===== src/rtl/arb2_if.sv =====
// Command, arbiter and beat signals between arb2_requester and its environment.
// master is the requester side; slave is the client/arbiter side.
interface arb2_if #(
    parameter int unsigned DW = 8,
    parameter int unsigned LW = 4
);
    logic          push1;
    logic          push2;
    logic [DW-1:0] push_data1;
    logic [DW-1:0] push_data2;
    logic [LW-1:0] push_len1;
    logic [LW-1:0] push_len2;
    logic          full1;
    logic          full2;
    logic          req1;
    logic          req2;
    logic          gnt1;
    logic          gnt2;
    logic          out_valid;
    logic [DW-1:0] out_data;
    logic          out_src;
    logic          done1;
    logic          done2;
    logic          starve1;
    logic          starve2;
    logic          proto_err;
    logic          clr_flags;

    modport master (
        input  push1, push2, push_data1, push_data2, push_len1, push_len2,
        input  gnt1, gnt2, clr_flags,
        output full1, full2, req1, req2, out_valid, out_data, out_src,
        output done1, done2, starve1, starve2, proto_err
    );

    modport slave (
        output push1, push2, push_data1, push_data2, push_len1, push_len2,
        output gnt1, gnt2, clr_flags,
        input  full1, full2, req1, req2, out_valid, out_data, out_src,
        input  done1, done2, starve1, starve2, proto_err
    );
endinterface


===== src/rtl/arb2_requester.sv =====
// Requester agent for a two-way arbiter: per-channel command FIFOs, burst beat
// generation on grant, completion pulses, starvation and protocol-error flags.
module arb2_requester #(
    parameter int unsigned DW       = 8,
    parameter int unsigned LW       = 4,
    parameter int unsigned DEPTH    = 4,
    parameter int unsigned WAIT_MAX = 15
) (
    input  logic   clk,
    input  logic   rst,
    arb2_if.master bus
);
    localparam int unsigned AW = (DEPTH > 1) ? $clog2(DEPTH) : 1;
    localparam int unsigned CW = AW + 1;
    localparam int unsigned SW = 8;

    logic [DW-1:0] mem_data_q [2][DEPTH];
    logic [DW-1:0] mem_data_d [2][DEPTH];
    logic [LW-1:0] mem_len_q  [2][DEPTH];
    logic [LW-1:0] mem_len_d  [2][DEPTH];
    logic [AW-1:0] rd_ptr_q [2], rd_ptr_d [2];
    logic [AW-1:0] wr_ptr_q [2], wr_ptr_d [2];
    logic [CW-1:0] count_q  [2], count_d  [2];
    logic [LW-1:0] bc_q     [2], bc_d     [2];
    logic [SW-1:0] wait_q   [2], wait_d   [2];
    logic          req_q    [2], req_d    [2];
    logic          full_q   [2], full_d   [2];
    logic          done_q   [2], done_d   [2];
    logic          starve_q [2], starve_d [2];
    logic          out_valid_q, out_valid_d;
    logic [DW-1:0] out_data_q, out_data_d;
    logic          out_src_q, out_src_d;
    logic          proto_err_q, proto_err_d;

    logic          push_c    [2];
    logic [DW-1:0] pdata_c   [2];
    logic [LW-1:0] plen_c    [2];
    logic          gnt_c     [2];
    logic          valid_c   [2];
    logic          serve_c   [2];
    logic          pop_c     [2];
    logic          push_ok_c [2];
    logic          proto_c;

    assign push_c[0]  = bus.push1;
    assign push_c[1]  = bus.push2;
    assign pdata_c[0] = bus.push_data1;
    assign pdata_c[1] = bus.push_data2;
    assign plen_c[0]  = bus.push_len1;
    assign plen_c[1]  = bus.push_len2;
    assign gnt_c[0]   = bus.gnt1;
    assign gnt_c[1]   = bus.gnt2;

    // Next-state: arbitration outcome, FIFO update, beat, counters and flags
    always_comb begin
        mem_data_d  = mem_data_q;
        mem_len_d   = mem_len_q;
        rd_ptr_d    = rd_ptr_q;
        wr_ptr_d    = wr_ptr_q;
        count_d     = count_q;
        bc_d        = bc_q;
        wait_d      = wait_q;
        req_d       = req_q;
        full_d      = full_q;
        done_d      = done_q;
        starve_d    = starve_q;
        out_data_d  = out_data_q;
        out_src_d   = out_src_q;
        out_valid_d = 1'b0;
        proto_err_d = proto_err_q;

        for (int i = 0; i < 2; i++) begin
            valid_c[i] = req_q[i] & gnt_c[i];
        end
        // Channel 1 wins a double grant; channel 2 is held off
        serve_c[0] = valid_c[0];
        serve_c[1] = valid_c[1] & ~valid_c[0];
        proto_c    = (valid_c[0] & valid_c[1]) | (gnt_c[0] & ~req_q[0])
                   | (gnt_c[1] & ~req_q[1]);

        for (int i = 0; i < 2; i++) begin
            pop_c[i]     = serve_c[i] && (bc_q[i] == mem_len_q[i][rd_ptr_q[i]]);
            push_ok_c[i] = push_c[i] & ~full_q[i];
            done_d[i]    = pop_c[i];

            if (serve_c[i]) begin
                out_valid_d = 1'b1;
                out_data_d  = mem_data_q[i][rd_ptr_q[i]] + DW'(bc_q[i]);
                out_src_d   = 1'(i);
                bc_d[i]     = pop_c[i] ? '0 : bc_q[i] + LW'(1);
            end
            if (pop_c[i]) begin
                rd_ptr_d[i] = rd_ptr_q[i] + AW'(1);
            end
            if (push_ok_c[i]) begin
                mem_data_d[i][wr_ptr_q[i]] = pdata_c[i];
                mem_len_d[i][wr_ptr_q[i]]  = plen_c[i];
                wr_ptr_d[i]                = wr_ptr_q[i] + AW'(1);
            end

            count_d[i] = count_q[i] + CW'(push_ok_c[i]) - CW'(pop_c[i]);
            req_d[i]   = (count_d[i] != '0);
            full_d[i]  = (count_d[i] == CW'(DEPTH));

            if (!req_q[i] || valid_c[i]) begin
                wait_d[i] = '0;
            end else if (wait_q[i] < SW'(WAIT_MAX)) begin
                wait_d[i] = wait_q[i] + SW'(1);
            end
            starve_d[i] = bus.clr_flags ? 1'b0
                        : (starve_q[i] | (wait_d[i] == SW'(WAIT_MAX)));
        end

        proto_err_d = bus.clr_flags ? 1'b0 : (proto_err_q | proto_c);
    end

    // State register
    always_ff @(posedge clk or posedge rst) begin
        if (rst) begin
            for (int i = 0; i < 2; i++) begin
                for (int j = 0; j < int'(DEPTH); j++) begin
                    mem_data_q[i][j] <= '0;
                    mem_len_q[i][j]  <= '0;
                end
                rd_ptr_q[i] <= '0;
                wr_ptr_q[i] <= '0;
                count_q[i]  <= '0;
                bc_q[i]     <= '0;
                wait_q[i]   <= '0;
                req_q[i]    <= 1'b0;
                full_q[i]   <= 1'b0;
                done_q[i]   <= 1'b0;
                starve_q[i] <= 1'b0;
            end
            out_valid_q <= 1'b0;
            out_data_q  <= '0;
            out_src_q   <= 1'b0;
            proto_err_q <= 1'b0;
        end else begin
            mem_data_q  <= mem_data_d;
            mem_len_q   <= mem_len_d;
            rd_ptr_q    <= rd_ptr_d;
            wr_ptr_q    <= wr_ptr_d;
            count_q     <= count_d;
            bc_q        <= bc_d;
            wait_q      <= wait_d;
            req_q       <= req_d;
            full_q      <= full_d;
            done_q      <= done_d;
            starve_q    <= starve_d;
            out_valid_q <= out_valid_d;
            out_data_q  <= out_data_d;
            out_src_q   <= out_src_d;
            proto_err_q <= proto_err_d;
        end
    end

    assign bus.req1      = req_q[0];
    assign bus.req2      = req_q[1];
    assign bus.full1     = full_q[0];
    assign bus.full2     = full_q[1];
    assign bus.done1     = done_q[0];
    assign bus.done2     = done_q[1];
    assign bus.starve1   = starve_q[0];
    assign bus.starve2   = starve_q[1];
    assign bus.out_valid = out_valid_q;
    assign bus.out_data  = out_data_q;
    assign bus.out_src   = out_src_q;
    assign bus.proto_err = proto_err_q;
endmodule

===== src/flat_wrapper.sv =====
// flat-port wrapper written by rule: the top's interface ports become plain ports
module arb2_requester_flat 
#(
    parameter int unsigned DW       = 8,
    parameter int unsigned LW       = 4,
    parameter int unsigned DEPTH    = 4,
    parameter int unsigned WAIT_MAX = 15
)
  (clk, rst, bus_push1, bus_push2, bus_push_data1, bus_push_data2, bus_push_len1, bus_push_len2, bus_gnt1, bus_gnt2, bus_clr_flags, bus_full1, bus_full2, bus_req1, bus_req2, bus_out_valid, bus_out_data, bus_out_src, bus_done1, bus_done2, bus_starve1, bus_starve2, bus_proto_err);
  arb2_if #(.DW(DW), .LW(LW)) bus_i ();
  input  logic clk;
  input  logic rst;
  input wire logic [$bits(bus_i.push1)-1:0] bus_push1;
  input wire logic [$bits(bus_i.push2)-1:0] bus_push2;
  input wire logic [$bits(bus_i.push_data1)-1:0] bus_push_data1;
  input wire logic [$bits(bus_i.push_data2)-1:0] bus_push_data2;
  input wire logic [$bits(bus_i.push_len1)-1:0] bus_push_len1;
  input wire logic [$bits(bus_i.push_len2)-1:0] bus_push_len2;
  input wire logic [$bits(bus_i.gnt1)-1:0] bus_gnt1;
  input wire logic [$bits(bus_i.gnt2)-1:0] bus_gnt2;
  input wire logic [$bits(bus_i.clr_flags)-1:0] bus_clr_flags;
  output wire logic [$bits(bus_i.full1)-1:0] bus_full1;
  output wire logic [$bits(bus_i.full2)-1:0] bus_full2;
  output wire logic [$bits(bus_i.req1)-1:0] bus_req1;
  output wire logic [$bits(bus_i.req2)-1:0] bus_req2;
  output wire logic [$bits(bus_i.out_valid)-1:0] bus_out_valid;
  output wire logic [$bits(bus_i.out_data)-1:0] bus_out_data;
  output wire logic [$bits(bus_i.out_src)-1:0] bus_out_src;
  output wire logic [$bits(bus_i.done1)-1:0] bus_done1;
  output wire logic [$bits(bus_i.done2)-1:0] bus_done2;
  output wire logic [$bits(bus_i.starve1)-1:0] bus_starve1;
  output wire logic [$bits(bus_i.starve2)-1:0] bus_starve2;
  output wire logic [$bits(bus_i.proto_err)-1:0] bus_proto_err;
  assign bus_i.push1 = bus_push1;
  assign bus_i.push2 = bus_push2;
  assign bus_i.push_data1 = bus_push_data1;
  assign bus_i.push_data2 = bus_push_data2;
  assign bus_i.push_len1 = bus_push_len1;
  assign bus_i.push_len2 = bus_push_len2;
  assign bus_i.gnt1 = bus_gnt1;
  assign bus_i.gnt2 = bus_gnt2;
  assign bus_i.clr_flags = bus_clr_flags;
  assign bus_full1 = bus_i.full1;
  assign bus_full2 = bus_i.full2;
  assign bus_req1 = bus_i.req1;
  assign bus_req2 = bus_i.req2;
  assign bus_out_valid = bus_i.out_valid;
  assign bus_out_data = bus_i.out_data;
  assign bus_out_src = bus_i.out_src;
  assign bus_done1 = bus_i.done1;
  assign bus_done2 = bus_i.done2;
  assign bus_starve1 = bus_i.starve1;
  assign bus_starve2 = bus_i.starve2;
  assign bus_proto_err = bus_i.proto_err;
  arb2_requester #(.DW(DW), .LW(LW), .DEPTH(DEPTH), .WAIT_MAX(WAIT_MAX)) u_core (.clk(clk), .rst(rst), .bus(bus_i));
endmodule

===== config.mk =====
export PLATFORM = sky130hd
export DESIGN_NAME = arb2_requester_flat
export DESIGN_NICKNAME = d
export VERILOG_FILES = /design/src/rtl/arb2_if.sv /design/src/rtl/arb2_requester.sv /design/src/flat_wrapper.sv
export SDC_FILE = /design/constraint.sdc
export NUM_CORES = 1
export LEC_CHECK = 0
export ABC_AREA = 1
export BUFFER_PORTS_ARGS = -buffer_cell sky130_fd_sc_hd__buf_4
export CORE_AREA = 3 3 164 166
export DETAILED_ROUTE_END_ITERATION = 6
export DIE_AREA = 0 0 167 169
export PLACE_DENSITY = 0.57
export SLEW_MARGIN = 0
export SYNTH_ARGS = -nofsm -noshare
export SYNTH_HDL_FRONTEND = slang
export SYNTH_SLANG_ARGS = --single-unit

===== constraint.sdc =====
create_clock -name clk -period 11 [get_ports clk]
set_clock_uncertainty 0.05 [all_clocks]
set_input_delay 0.55 -clock clk [delete_from_list [all_inputs] [get_ports clk]]
set_output_delay 0.55 -clock clk [all_outputs]
set_load 0.005 [all_outputs]

==> qor.csv, run 1 <==
stage;metric;value;unit
global_routing;antenna_found_initial;0;
yosys;syn-cell-area;0.00760;mm^2
clock_network;htreeDepth;4;
drt;dr.pass1.iters;5;
yosys;synth_ff_type;dfrtp_1;
yosys;synth_top_area_share;50.4;%
global_routing;grt_pass1_wl;28900;um
timing;setup_violations;0;
placed_design;dpl_worst_slack;7.65;ns
power;p_leak;4.37;nW
timing;min_period;3.32;ns
clock_network;cts_tree;done;
yosys;yosysWarnings;0;
clock_network;cts_hold_buf;0;
drt;via_per_inst;4.51;
setup_path;crit_path_start_kind;flop;
layout;nNetsFinal;996;
floorplan;core-area;0.0258;mm^2
clock_network;clock-sinks;153;
floorplan;die_w;167;um
floorplan;initial_core_util;29.5;%
placed_design;dp_hpwl;11800;um
drt;final_antenna_net_count;0;
timing;worst_pin_slew;1.00;ns
yosys;synth_area_leaders;dfrtp_1 50%, nand2_1 13%, o21ai_0 7.5%;
clock_network;cts.clk_slew.worst_paths;0.06;ns
layout;drive_above_1_share;12.7;%
floorplan;fp.dieH;169;um
clock_network;clk-insertion-delay-late;0.43;ns
drt;wire_per_inst;13.3;um
timing;fin_tns_setup;0;ns
global_routing;grt_max_degree;80;
timing;whs;0.171;ns
timing;finalHoldViolCount;0;
run;maxCapViolCount;0;
setup_path;crit_path_frequent_cell;inv_1;
global_routing;grtUsageTotal;12.6;%
setup_path;crit_path_top_delay_cell;dfrtp_1;
layout;fill_cells;2662;
timing;drv_slew;0;
floorplan;num_io_pins;50;
timing;max_freq;301;MHz
setup_path;cp-end-kind;flop;
layout;syn2layout_area_growth;15.8;%
drt;drc;0;
global_routing;gr-total-overflow;0;
floorplan;rows;59;
global_routing;grt_pass1_vias;5742;
clock_network;post_cts_buffers;0;
yosys;synth_fp_nets;959;
timing;rsz0062_at_grt;false;
drt;vias;5793;
yosys;synth_edf_count;0;
yosys;synth.most_common_cell;nand2_1;
timing;fin_crit_sh;30.2;%
drt;wirelength;17000;um
clock_network;cts_buffers;17;
setup_path;worstPathMaxFanout;27;
clock_network;cts_resized;0;
timing;slew_headroom;33.0;%
timing;setup_ws;7.68;ns
yosys;synth.distinct_cells;39;
yosys;synth-seq-area-share;50.4;%
layout;antenna_cells;0;
drt;drt-initial-drc-count;383;
yosys;synth_commonest_cells;261 x nand2_1, 153 x dfrtp_1, 114 x o21ai_0;
setup_path;crit_arrival;3.62;ns
run_status;status;finished clean;
setup_path;critPathRequiredTime;11.30;ns
setup_path;crit_chain;inv_6 > nand2_1 > nand3_1 > nand2_1 > xnor2_1 > nor3_4 > nand2_2 > inv_2 > ha_1 > inv_1 > ha_1 > fa_1 > inv_1 > xor2_1 > inv_1 > nor3_1;
clock_network;clock_path_buffers;2;
power;peakVddDrop;0.0973;mV
yosys;ys_seq_elements;153;
yosys;syn-instance-count;900;
yosys;syn_area_per_cell;8.44;um^2
placed_design;place_congestion;0.754;
layout;multi_input_area;0.00315;mm^2
layout;final_util;34.2;%
floorplan;die_area;0.0282;mm^2
setup_path;path_class;reg2reg;
placed_design;portBuffers;49;
layout;register_area;0.00383;mm^2
power;powerDensity;297;mW/mm^2
setup_path;slowest_delay;0.96;ns
worst_hold_path;hp-class;in2async;
yosys;synthArstFlopShare;100;%
yosys;yosys.area.top_type;dfrtp_1;
clock_network;ctsRootBufferMaster;clkbuf_16;
-- worst max-delay path: cells and delay by family, from the launching register on --
kind / cells / cell delay (ns)
xor+xnor: 2 / 0.34
simple gates: 6 / 0.63
buf+inv: 5 / 0.43
flops: 1 / 0.96
fa+ha+maj: 3 / 0.81
-- registers in the layout (all words and copies together) (netlist names) --
| signal | count |
|---|---|
| u_core.mem_data_q | 64 |
| u_core.mem_len_q | 32 |
| u_core.wait_q | 16 |
| u_core.bc_q | 8 |
| u_core.bus.out_data | 8 |
| u_core.count_q | 6 |
| u_core.rd_ptr_q | 4 |
| u_core.wr_ptr_q | 4 |
| u_core.bus.done1 | 1 |
| u_core.bus.done2 | 1 |
| u_core.bus.full1 | 1 |
| u_core.bus.full2 | 1 |
| u_core.bus.out_src | 1 |
| u_core.bus.out_valid | 1 |
| u_core.bus.proto_err | 1 |
| u_core.bus.req1 | 1 |
| u_core.bus.req2 | 1 |
| u_core.bus.starve1 | 1 |
| u_core.bus.starve2 | 1 |
-- routing by layer --
layer	GRT usage, %	up-vias	wire [um]	part of all wire [%]
li1	-	2953	-	-
met1	17.2	2736	8410	49
met2	20.1	84	7840	46
met3	2.99	20	572	3.4
met4	3.48	0	218	1.3
met5	0	-	0	0
-- cell usage in the layout, fill, tap and decap left out, types with 6 or more instances in the layout --
master / netlist / final
xnor2_1: 9 / 9
inv_1: 99 / 98
nand2_1: 261 / 261
buf_4: 2 / 50
nor2_1: 46 / 46
xor2_1: 14 / 14
ha_1: 24 / 24
nand3_2: 11 / 11
o21ai_0: 114 / 114
nand2_2: 12 / 12
nand3_1: 57 / 57
a21oi_1: 17 / 17
o22ai_1: 6 / 6
clkbuf_16: 0 / 17
nor2_2: 6 / 6
dfrtp_1: 153 / 153
-- per-stage QoR --
| step | power [W] | instances | cell area [um^2] |
|---|---|---|---|
| finish | 0.00261 | 1285 | 8800 |
| global route | 0.00286 | 1285 | 8800 |
| CTS | 0.00265 | 1285 | 8800 |
| detailed placement | 0.00202 | 1253 | 8190 |
| global placement | 0.00199 | 1253 | 8190 |
| floorplan | 0.00177 | 900 | 7600 |
-- path summary, 6_finish.rpt --
| path | from | to | slack, ns | cells after the start |
|---|---|---|---|---|
| max in group asynchronous | rst | u_core.wait_q[4] | 9.27 | 3 |
| setup reg to reg | u_core.rd_ptr_q[2] | u_core.bus.full1 | 7.68 | 16 |
| hold reg to reg | u_core.mem_data_q[16] | u_core.mem_data_q[16] | 0.43 | 2 |
| hold / removal | rst | u_core.mem_data_q[26] | 0.17 | 2 |
| min in group clk | bus_clr_flags | u_core.bus.proto_err | 0.25 | 2 |
| setup / recovery | u_core.rd_ptr_q[2] | u_core.bus.full1 | 7.68 | 16 |
-- final cells by class --
| cell class | instances | area share [%] |
|---|---|---|
| well taps | 335 | 4.76 |
| clock buffers | 21 | 5.01 |
| multi-input cells | 609 | 35.8 |
| flip-flops and latches | 153 | 43.5 |
| repair buffers | 50 | 4.27 |
| clock inverters | 11 | 1.96 |
| inverters | 106 | 4.72 |
-- cells by family (layout without fill, tap and decap cells) --
family / after synthesis / count (layout) / share of synthesized area [%]
AO/OA/AOI/OAI: 150 / 150 / 10.4
XOR/XNOR: 23 / 23 / 2.65
adder cells (fa/ha/maj): 28 / 28 / 5.01
buffers and inverters: 138 / 188 / 8.19
flip-flops: 153 / 153 / 50.4
AND/OR/NAND/NOR: 408 / 408 / 23.4
-- power by group --
group | internal [W] | switching (W) | leakage [nW] | total, W
registers | 0.000795 | 0.000202 | 1.93 | 0.000997
clock network | 0.000380 | 0.000231 | 0.295 | 0.000611
logic | 0.000395 | 0.000609 | 2.15 | 0.00100
total | 0.00157 | 0.00104 | 4.37 | 0.00261
Note: power is estimated with default switching activity, not from simulation.
==> run 2: changes to the inputs <==
--- a/config.mk
+++ b/config.mk
@@ -5,11 +5,11 @@
 export SDC_FILE = /design/constraint.sdc
 export NUM_CORES = 1
 export LEC_CHECK = 0
-export ABC_AREA = 1
+export ABC_AREA = 0
 export BUFFER_PORTS_ARGS = -buffer_cell sky130_fd_sc_hd__buf_4
-export CORE_AREA = 3 3 164 166
+export CORE_AREA = 3 3 161 163
 export DETAILED_ROUTE_END_ITERATION = 6
-export DIE_AREA = 0 0 167 169
+export DIE_AREA = 0 0 164 166
 export PLACE_DENSITY = 0.57
 export SLEW_MARGIN = 0
 export SYNTH_ARGS = -nofsm -noshare
==> constraint.sdc (replaced) <==
create_clock -name clk -period 3.3 [get_ports clk]
set_clock_uncertainty 0.05 [all_clocks]
set_input_delay 0.165 -clock clk [delete_from_list [all_inputs] [get_ports clk]]
set_output_delay 0.165 -clock clk [all_outputs]
set_load 0.005 [all_outputs]
==> run 2 against run 1 <==
Compared with the run above:
- sequential cell count stayed put
- total power grew to 3.5 times the previous value
- core utilization is 2.9 points higher
- maximum frequency is 9.1% higher
- count of clock-buffer cells in the layout is 4 lower
- synthesized area is 3.6% lower
- die area is 3.5% lower
- routed wire length is 11% lower
- cell count is 23% lower
- global-route usage is 0.99 points lower
==> qor.csv, run 2 <==
stage;metric;value;unit;change
yosys;syn-cell-area;0.00732;mm^2;-3.6%
setup_path;rrSetupSlack;0.25;ns;-7.42 ns
clock_network;cts_buffers;17;;unchanged
layout;final_cell_mix;151 x dfrtp_1, 96 x mux2_2, 62 x buf_4;;
yosys;synth-seq-area-share;52.3;%;+1.9 points
yosys;synth_edf_count;0;;unchanged
layout;stdcell_count;991;;-23%
layout;final_common_cell;dfrtp_1;;
floorplan;die_area;0.0272;mm^2;-3.5%
yosys;syn-instance-count;566;;-37%
setup_path;critPathRequiredTime;3.55;ns;-7.75 ns
yosys;synthArstFlopShare;100;%;unchanged
drt;via_per_inst;4.58;;+1.5%
yosys;synth.most_common_cell;dfrtp_1;;
global_routing;antenna_found_initial;0;;unchanged
layout;final_util;37.0;%;+2.9 points
drt;vias;4536;;-22%
placed_design;dp_hpwl;10700;um;-9.3%
worst_hold_path;hp-class;in2reg;;
clock_network;post_cts_buffers;0;;unchanged
yosys;synth_area_leaders;dfrtp_1 52%, mux2_2 15%, mux4_2 5.2%;;
placed_design;place_congestion;0.744;;-1.3%
yosys;syn_area_per_cell;12.9;um^2;+53%
power;powerDensity;1010;mW/mm^2;+240%
power;peakVddDrop;0.414;mV;+330%
global_routing;grtUsageTotal;11.6;%;-0.99 points
timing;drv_slew;0;;unchanged
yosys;ys_seq_elements;153;;unchanged
timing;fin_tns_setup;0;ns;unchanged
layout;final_cell_area;0.00906;mm^2;+3.0%
drt;final_antenna_net_count;0;;unchanged
timing;min_period;3.05;ns;-0.276 ns
setup_path;cp-end-kind;flop;;
layout;antenna_cells;0;;unchanged
timing;rsz0062_at_grt;false;;
clock_network;htreeDepth;4;;unchanged
clock_network;clk-insertion-delay-late;0.42;ns;about the same
layout;top_register;u_core.mem_data_q;;
setup_path;r2r_end;u_core.bus.req2;;
setup_path;crit_path_start_kind;flop;;
placed_design;dp.cells;933;;-26%
global_routing;grt_pass1_vias;4568;;-20%
yosys;synth_commonest_cells;153 x dfrtp_1, 96 x mux2_2, 40 x nand2_1;;
worst_hold_path;hold_end;u_core.wait_q[5];;
clock_network;ctsRootBufferMaster;clkbuf_16;;
timing;fin_crit_sh;92.3;%;+62 points
timing;slew_headroom;43.7;%;+11 points
worst_hold_path;holdPathStages;3;;
setup_path;worstRegToRegCells;11;;-5
floorplan;core-area;0.0245;mm^2;-5.1%
layout;syn2layout_area_growth;23.7;%;
drt;wire_per_inst;15.2;um;+15%
yosys;yosysWarnings;0;;unchanged
timing;finalHoldViolCount;0;;unchanged
layout;fill_cells;2396;;-10%
floorplan;rows;57;;-3.4%
floorplan;initial_core_util;29.9;%;+0.45 points
timing;worst_pin_slew;0.841;ns;-0.163 ns
drt;wirelength;15100;um;-11%
run_status;status;finished clean;;
layout;reg.largest.list;u_core.mem_data_q (64), u_core.mem_len_q (32), u_core.wait_q (16);;
timing;max_freq;328;MHz;+9.1%
global_routing;grt_pass1_wl;24800;um;-14%
clock_network;cts.clk_slew.worst_paths;0.06;ns;about the same
placed_design;placed_area;0.00814;mm^2;-0.61%
clock_network;clock-sinks;153;;unchanged
clock_network;clock_path_buffers;2;;unchanged
global_routing;grt_max_degree;65;;-19%
layout;nNetsFinal;713;;-28%
clock_network;cts_tree;done;;
setup_path;path_class;reg2reg;;
setup_path;r2r-start;u_core.rd_ptr_q[0];;
yosys;yosys.area.top_type;dfrtp_1;;
layout;drive_above_1_share;33.3;%;+21 points
worst_hold_path;min-delay-start;bus_gnt2;;
yosys;synth_ff_type;dfrtp_1;;
run;maxCapViolCount;0;;unchanged
drt;dr.pass1.iters;4;;-1
floorplan;fp.dieH;166;um;-1.8%
floorplan;die_w;164;um;-1.8%
yosys;synth_top_area_share;52.3;%;+1.9 points
drt;drc;0;;unchanged
drt;drt-initial-drc-count;183;;-52%
yosys;synth.distinct_cells;46;;+18%
power;p_leak;4.05;nW;-7.2%
floorplan;num_io_pins;50;;unchanged
yosys;synth_fp_nets;625;;-35%
layout;largest_reg_flops;64;;unchanged
global_routing;gr-total-overflow;0;;unchanged
setup_path;crit_arrival;3.30;ns;-0.32 ns
setup_path;worstPathMaxFanout;7;;-74%
placed_design;portBuffers;49;;unchanged
timing;setup_violations;0;;unchanged
-- run 2: cell count changes in the layout (fill, tap and decap cells not counted), moves of 26 or more --
cell           delta
nand2_1         -221
o21ai_0          -99
mux2_2           +96
inv_1            -70
nand3_1          -49
dlygate4sd3_1    +26
-- run 2: routing by layer --
metal	up-vias	GRT usage (%)	part of all wire, %	wire (um)
met5	-	0	0	0
met2	58	16.9	45	6710
met1	2280	16.7	50	7550
li1	2180	-	-	-
met3	18	2.62	3.4	516
met4	0	4.60	2.0	295
-- run 2: worst max-delay path by stage --
stage	startpoint	end	slack (ns)	depth (start not counted)
after global routing	u_core.rd_ptr_q[0]	u_core.bus.req2	0.05	11
after global placement	u_core.rd_ptr_q[0]	u_core.bus.req2	0.20	11
after detailed placement	u_core.rd_ptr_q[0]	u_core.bus.req2	0.13	11
final	u_core.rd_ptr_q[0]	u_core.bus.req2	0.25	11
after floorplan	u_core.rd_ptr_q[2]	u_core.bus.req1	0.27	12
after CTS	u_core.rd_ptr_q[0]	u_core.bus.req2	0.12	11
-- run 2: layout make-up --
type                       instances  area (um^2)  share of cell area (%)
timing repair buffer              90          766                    8.45
clock buffer                      17          425                    4.69
multi-input combinational        363         3280                    36.2
inverter                          29          113                    1.24
sequential                       153         3830                    42.3
clock inverter                    15          238                    2.62
tap                              324          405                    4.47
-- run 2: cells by family (layout without fill, tap and decap cells) --
logic type | count (synthesis) | after routing | synth area share, %
xor gates and xnor gates | 34 | 34 | 4.27
AOI/OAI and AO/OA | 60 | 60 | 5.28
adders and majority gates | 28 | 28 | 5.19
and+or+nand+nor | 116 | 116 | 7.79
DFF | 153 | 153 | 52.3
muxes | 125 | 125 | 22.3
buffers and inverters | 50 | 151 | 2.90
-- run 2: repair_timing --
action | in CTS | in global routing
resized for setup | 0 | 2
hold endpoints to repair | 128 | 0
endpoints found under the setup margin | 0 | 2
hold buffers | 26 | 0
-- run 2: power by group --
part           switching (W)  leakage, nW  internal, W  total, W
Combinational        0.00169         1.88      0.00202   0.00371
Clock               0.000829        0.323      0.00136   0.00219
Sequential          0.000539         1.85      0.00272   0.00326
-- run 2: metrics by stage --
step | setup WS (ns) | hold slack [ns] | power, W
final | 0.253 | 0.0783 | 0.00916
after global routing | 0.0507 | 0.0852 | 0.00985
after CTS | 0.125 | 0.0623 | 0.00929
after detailed placement | 0.134 | 0.295 | 0.00703
after global placement | 0.203 | 0.292 | 0.00695
after floorplan | 0.268 | 0.181 | 0.00602
-- run 2: worst max-delay path, cell delays in order, from the launching register on --
cell	delay (ns)
dfrtp_2	0.48
mux4_2	0.56
xnor2_2	0.16
o21ai_2	0.13
nor3_2	0.08
ha_1	0.27
inv_1	0.04
ha_1	0.19
fa_1	0.40
xnor2_1	0.20
inv_1	0.07
or3_1	0.30
==> run 3: changes to the inputs <==
--- a/config.mk
+++ b/config.mk
@@ -7,10 +7,12 @@
 export LEC_CHECK = 0
 export ABC_AREA = 0
 export BUFFER_PORTS_ARGS = -buffer_cell sky130_fd_sc_hd__buf_4
+export CELL_PAD_IN_SITES_DETAIL_PLACEMENT = 1
+export CELL_PAD_IN_SITES_GLOBAL_PLACEMENT = 1
 export CORE_AREA = 3 3 161 163
 export DETAILED_ROUTE_END_ITERATION = 6
 export DIE_AREA = 0 0 164 166
-export PLACE_DENSITY = 0.57
+export PLACE_DENSITY = 0.64
 export SLEW_MARGIN = 0
 export SYNTH_ARGS = -nofsm -noshare
 export SYNTH_HDL_FRONTEND = slang
==> constraint.sdc (replaced) <==
create_clock -name clk -period 2.83 [get_ports clk]
set_clock_uncertainty 0.05 [all_clocks]
set_input_delay 0.1415 -clock clk [delete_from_list [all_inputs] [get_ports clk]]
set_output_delay 0.1415 -clock clk [all_outputs]
set_load 0.005 [all_outputs]
==> run 3 against run 2 <==
Compared with the run above:
- the flow now finishes with violations (setup timing)
- critical path depth down 2
- clock power up 4%
- sequential power up 18%
- global-route usage up 2.2 points
- first-iteration DRC count down 25%
- routed wire length up 19%
- die area unchanged
- design area up 1.6%
- sequential cell count unchanged
- largest cell class unchanged
==> qor.csv, run 3 (synthesis gave the netlist of run 2 again) <==
stage;metric;value;unit;change
layout;nNetsFinal;733;;+2.8%
global_routing;grtUsageTotal;13.8;%;+2.2 points
setup_path;cp-end-kind;flop;;
drt;wirelength;18000;um;+19%
layout;antenna_cells;0;;unchanged
layout;drive_above_1_share;38.0;%;+4.8 points
global_routing;grt_max_degree;45;;-31%
clock_network;cts.clk_slew.worst_paths;0.06;ns;about the same
floorplan;fp.dieH;166;um;unchanged
placed_design;portBuffers;49;;unchanged
timing;setup_ws;-0.178;ns;-0.431 ns
drt;vias;4829;;+6.5%
layout;reg.largest.list;u_core.mem_data_q (64), u_core.mem_len_q (32), u_core.wait_q (16);;
global_routing;grt_pass1_wl;29100;um;+17%
clock_network;cts_buffers;17;;unchanged
drt;drt-initial-drc-count;138;;-25%
timing;whs;0.0758;ns;-0.00247 ns
setup_path;rrSetupSlack;-0.18;ns;-0.43 ns
worst_hold_path;hp-class;in2reg;;
power;p_leak;4.10;nW;+1.2%
drt;via_per_inst;4.78;;+4.5%
layout;final_util;37.6;%;+0.59 points
timing;rsz0062_at_grt;true;;
placed_design;place_congestion;0.757;;+1.7%
layout;final_cell_mix;150 x dfrtp_1, 96 x mux2_2, 81 x buf_4;;
floorplan;num_io_pins;50;;unchanged
layout;fill_cells;2594;;+8.3%
placed_design;dp_hpwl;13100;um;+22%
timing;setup_violations;4;;+4
timing;slew_headroom;40.7;%;-3.0 points
setup_path;worstPathMaxFanout;5;;-2
setup_path;crit_path_start_kind;flop;;
timing;max_freq;332;MHz;+1.3%
drt;final_antenna_net_count;0;;unchanged
floorplan;core-area;0.0245;mm^2;unchanged
run_status;status;complete, but fails checks;;
clock_network;clock_path_buffers;2;;unchanged
timing;min_period;3.01;ns;-0.0387 ns
drt;wire_per_inst;17.8;um;+17%
clock_network;ctsRootBufferMaster;clkbuf_16;;
clock_network;clk-insertion-delay-late;0.43;ns;about the same
power;peakVddDrop;0.391;mV;-5.4%
drt;dr.pass1.iters;4;;unchanged
layout;largest_reg_flops;64;;unchanged
run_status;violations;setup timing;;
clock_network;clock-sinks;153;;unchanged
floorplan;rows;57;;unchanged
global_routing;gr-total-overflow;0;;unchanged
power;powerDensity;1210;mW/mm^2;+20%
clock_network;cts_tree;done;;
layout;syn2layout_area_growth;25.7;%;
timing;finalHoldViolCount;0;;unchanged
setup_path;path_class;reg2reg;;
layout;final_common_cell;dfrtp_1;;
global_routing;grt_pass1_vias;5456;;+19%
drt;drc;0;;unchanged
floorplan;die_w;164;um;unchanged
global_routing;antenna_found_initial;0;;unchanged
setup_path;crit_arrival;3.26;ns;-0.04 ns
timing;fin_crit_sh;106;%;+14 points
run;maxCapViolCount;0;;unchanged
clock_network;htreeDepth;4;;unchanged
timing;worst_pin_slew;0.881;ns;+0.0394 ns
floorplan;die_area;0.0272;mm^2;unchanged
timing;drv_slew;0;;unchanged
floorplan;initial_core_util;29.9;%;unchanged
layout;top_register;u_core.mem_data_q;;
setup_path;critPathRequiredTime;3.09;ns;-0.46 ns
timing;fin_tns_setup;-0.461;ns;-0.461 ns
## run 3: cell count changes in the layout (fill, tap and decap cells not counted), sizes merged
cell,delta
inv,-3
clkinvlp,+2
clkbuf,+1
clkinv,+2
bufinv,-3
buf,+20
## run 3: final cells by class
type                       instances  area (um^2)  share of cell area, %
multi-input combinational        363         3360                   36.5
inverter                          29          113                   1.22
tap                              324          405                   4.40
clock buffer                      18          439                   4.77
clock inverter                    13          145                   1.58
sequential                       153         3830                   41.6
timing repair buffer             110          911                   9.90
## run 3: layer usage
layer	vias up	share of wire (%)	global-route usage (%)
li1	2217	-	-
met2	58	51	23.9
met5	-	0	0
met1	2533	44	16.8
met3	21	2.2	2.97
met4	0	1.8	5.11
## run 3: report_power, final
| part | total (W) | switching [W] | leakage [nW] | internal (W) |
|---|---|---|---|---|
| clock network | 0.00227 | 0.000941 | 0.279 | 0.00132 |
| logic | 0.00505 | 0.00235 | 1.97 | 0.00269 |
| registers | 0.00384 | 0.000658 | 1.85 | 0.00318 |
| total | 0.0111 | 0.00395 | 4.10 | 0.00720 |
## run 3: what timing repair did
item / 4_1_cts / 5_1_grt
pin swaps: 2 / 2
gates resized for setup: 9 / 14
setup buffers: 2 / 5
hold buffers: 26 / 0
setup endpoints to repair: 5 / 9
hold endpoints to repair: 130 / 0
## run 3: worst max-delay path, cell delays in order, from the launching register on
cell,delay (ns)
dfrtp_2,0.42
mux4_2,0.54
xor2_2,0.16
nor3_2,0.20
a21boi_4,0.21
ha_1,0.24
inv_1,0.06
ha_2,0.17
fa_2,0.45
or3_4,0.40
## run 3: path summary, 6_finish.rpt
kind / cells past startpoint / startpoint / to
worst max-delay path: 9 / u_core.rd_ptr_q[2] / u_core.bus.req1
worst min-delay path: 3 / bus_gnt2 / u_core.wait_q[4]
worst max register to register: 9 / u_core.rd_ptr_q[2] / u_core.bus.req1
worst min register to register: 1 / u_core.wait_q[4] / u_core.wait_q[4]
max in group asynchronous: 5 / rst / u_core.mem_len_q[7]
min in group asynchronous: 3 / rst / u_core.bus.full2
## run 3: stage by stage
stage | instance area [um^2] | instances | total power (W) | setup slack (ns)
2_1_floorplan | 7340 | 566 | 0.00705 | -0.126
3_3_place_gp | 8230 | 947 | 0.00826 | -0.118
3_5_place_dp | 8230 | 947 | 0.00863 | -0.299
4_1_cts | 9130 | 1006 | 0.0111 | -0.155
5_1_grt | 9210 | 1010 | 0.0119 | -0.270
6_report | 9210 | 1010 | 0.0111 | -0.178
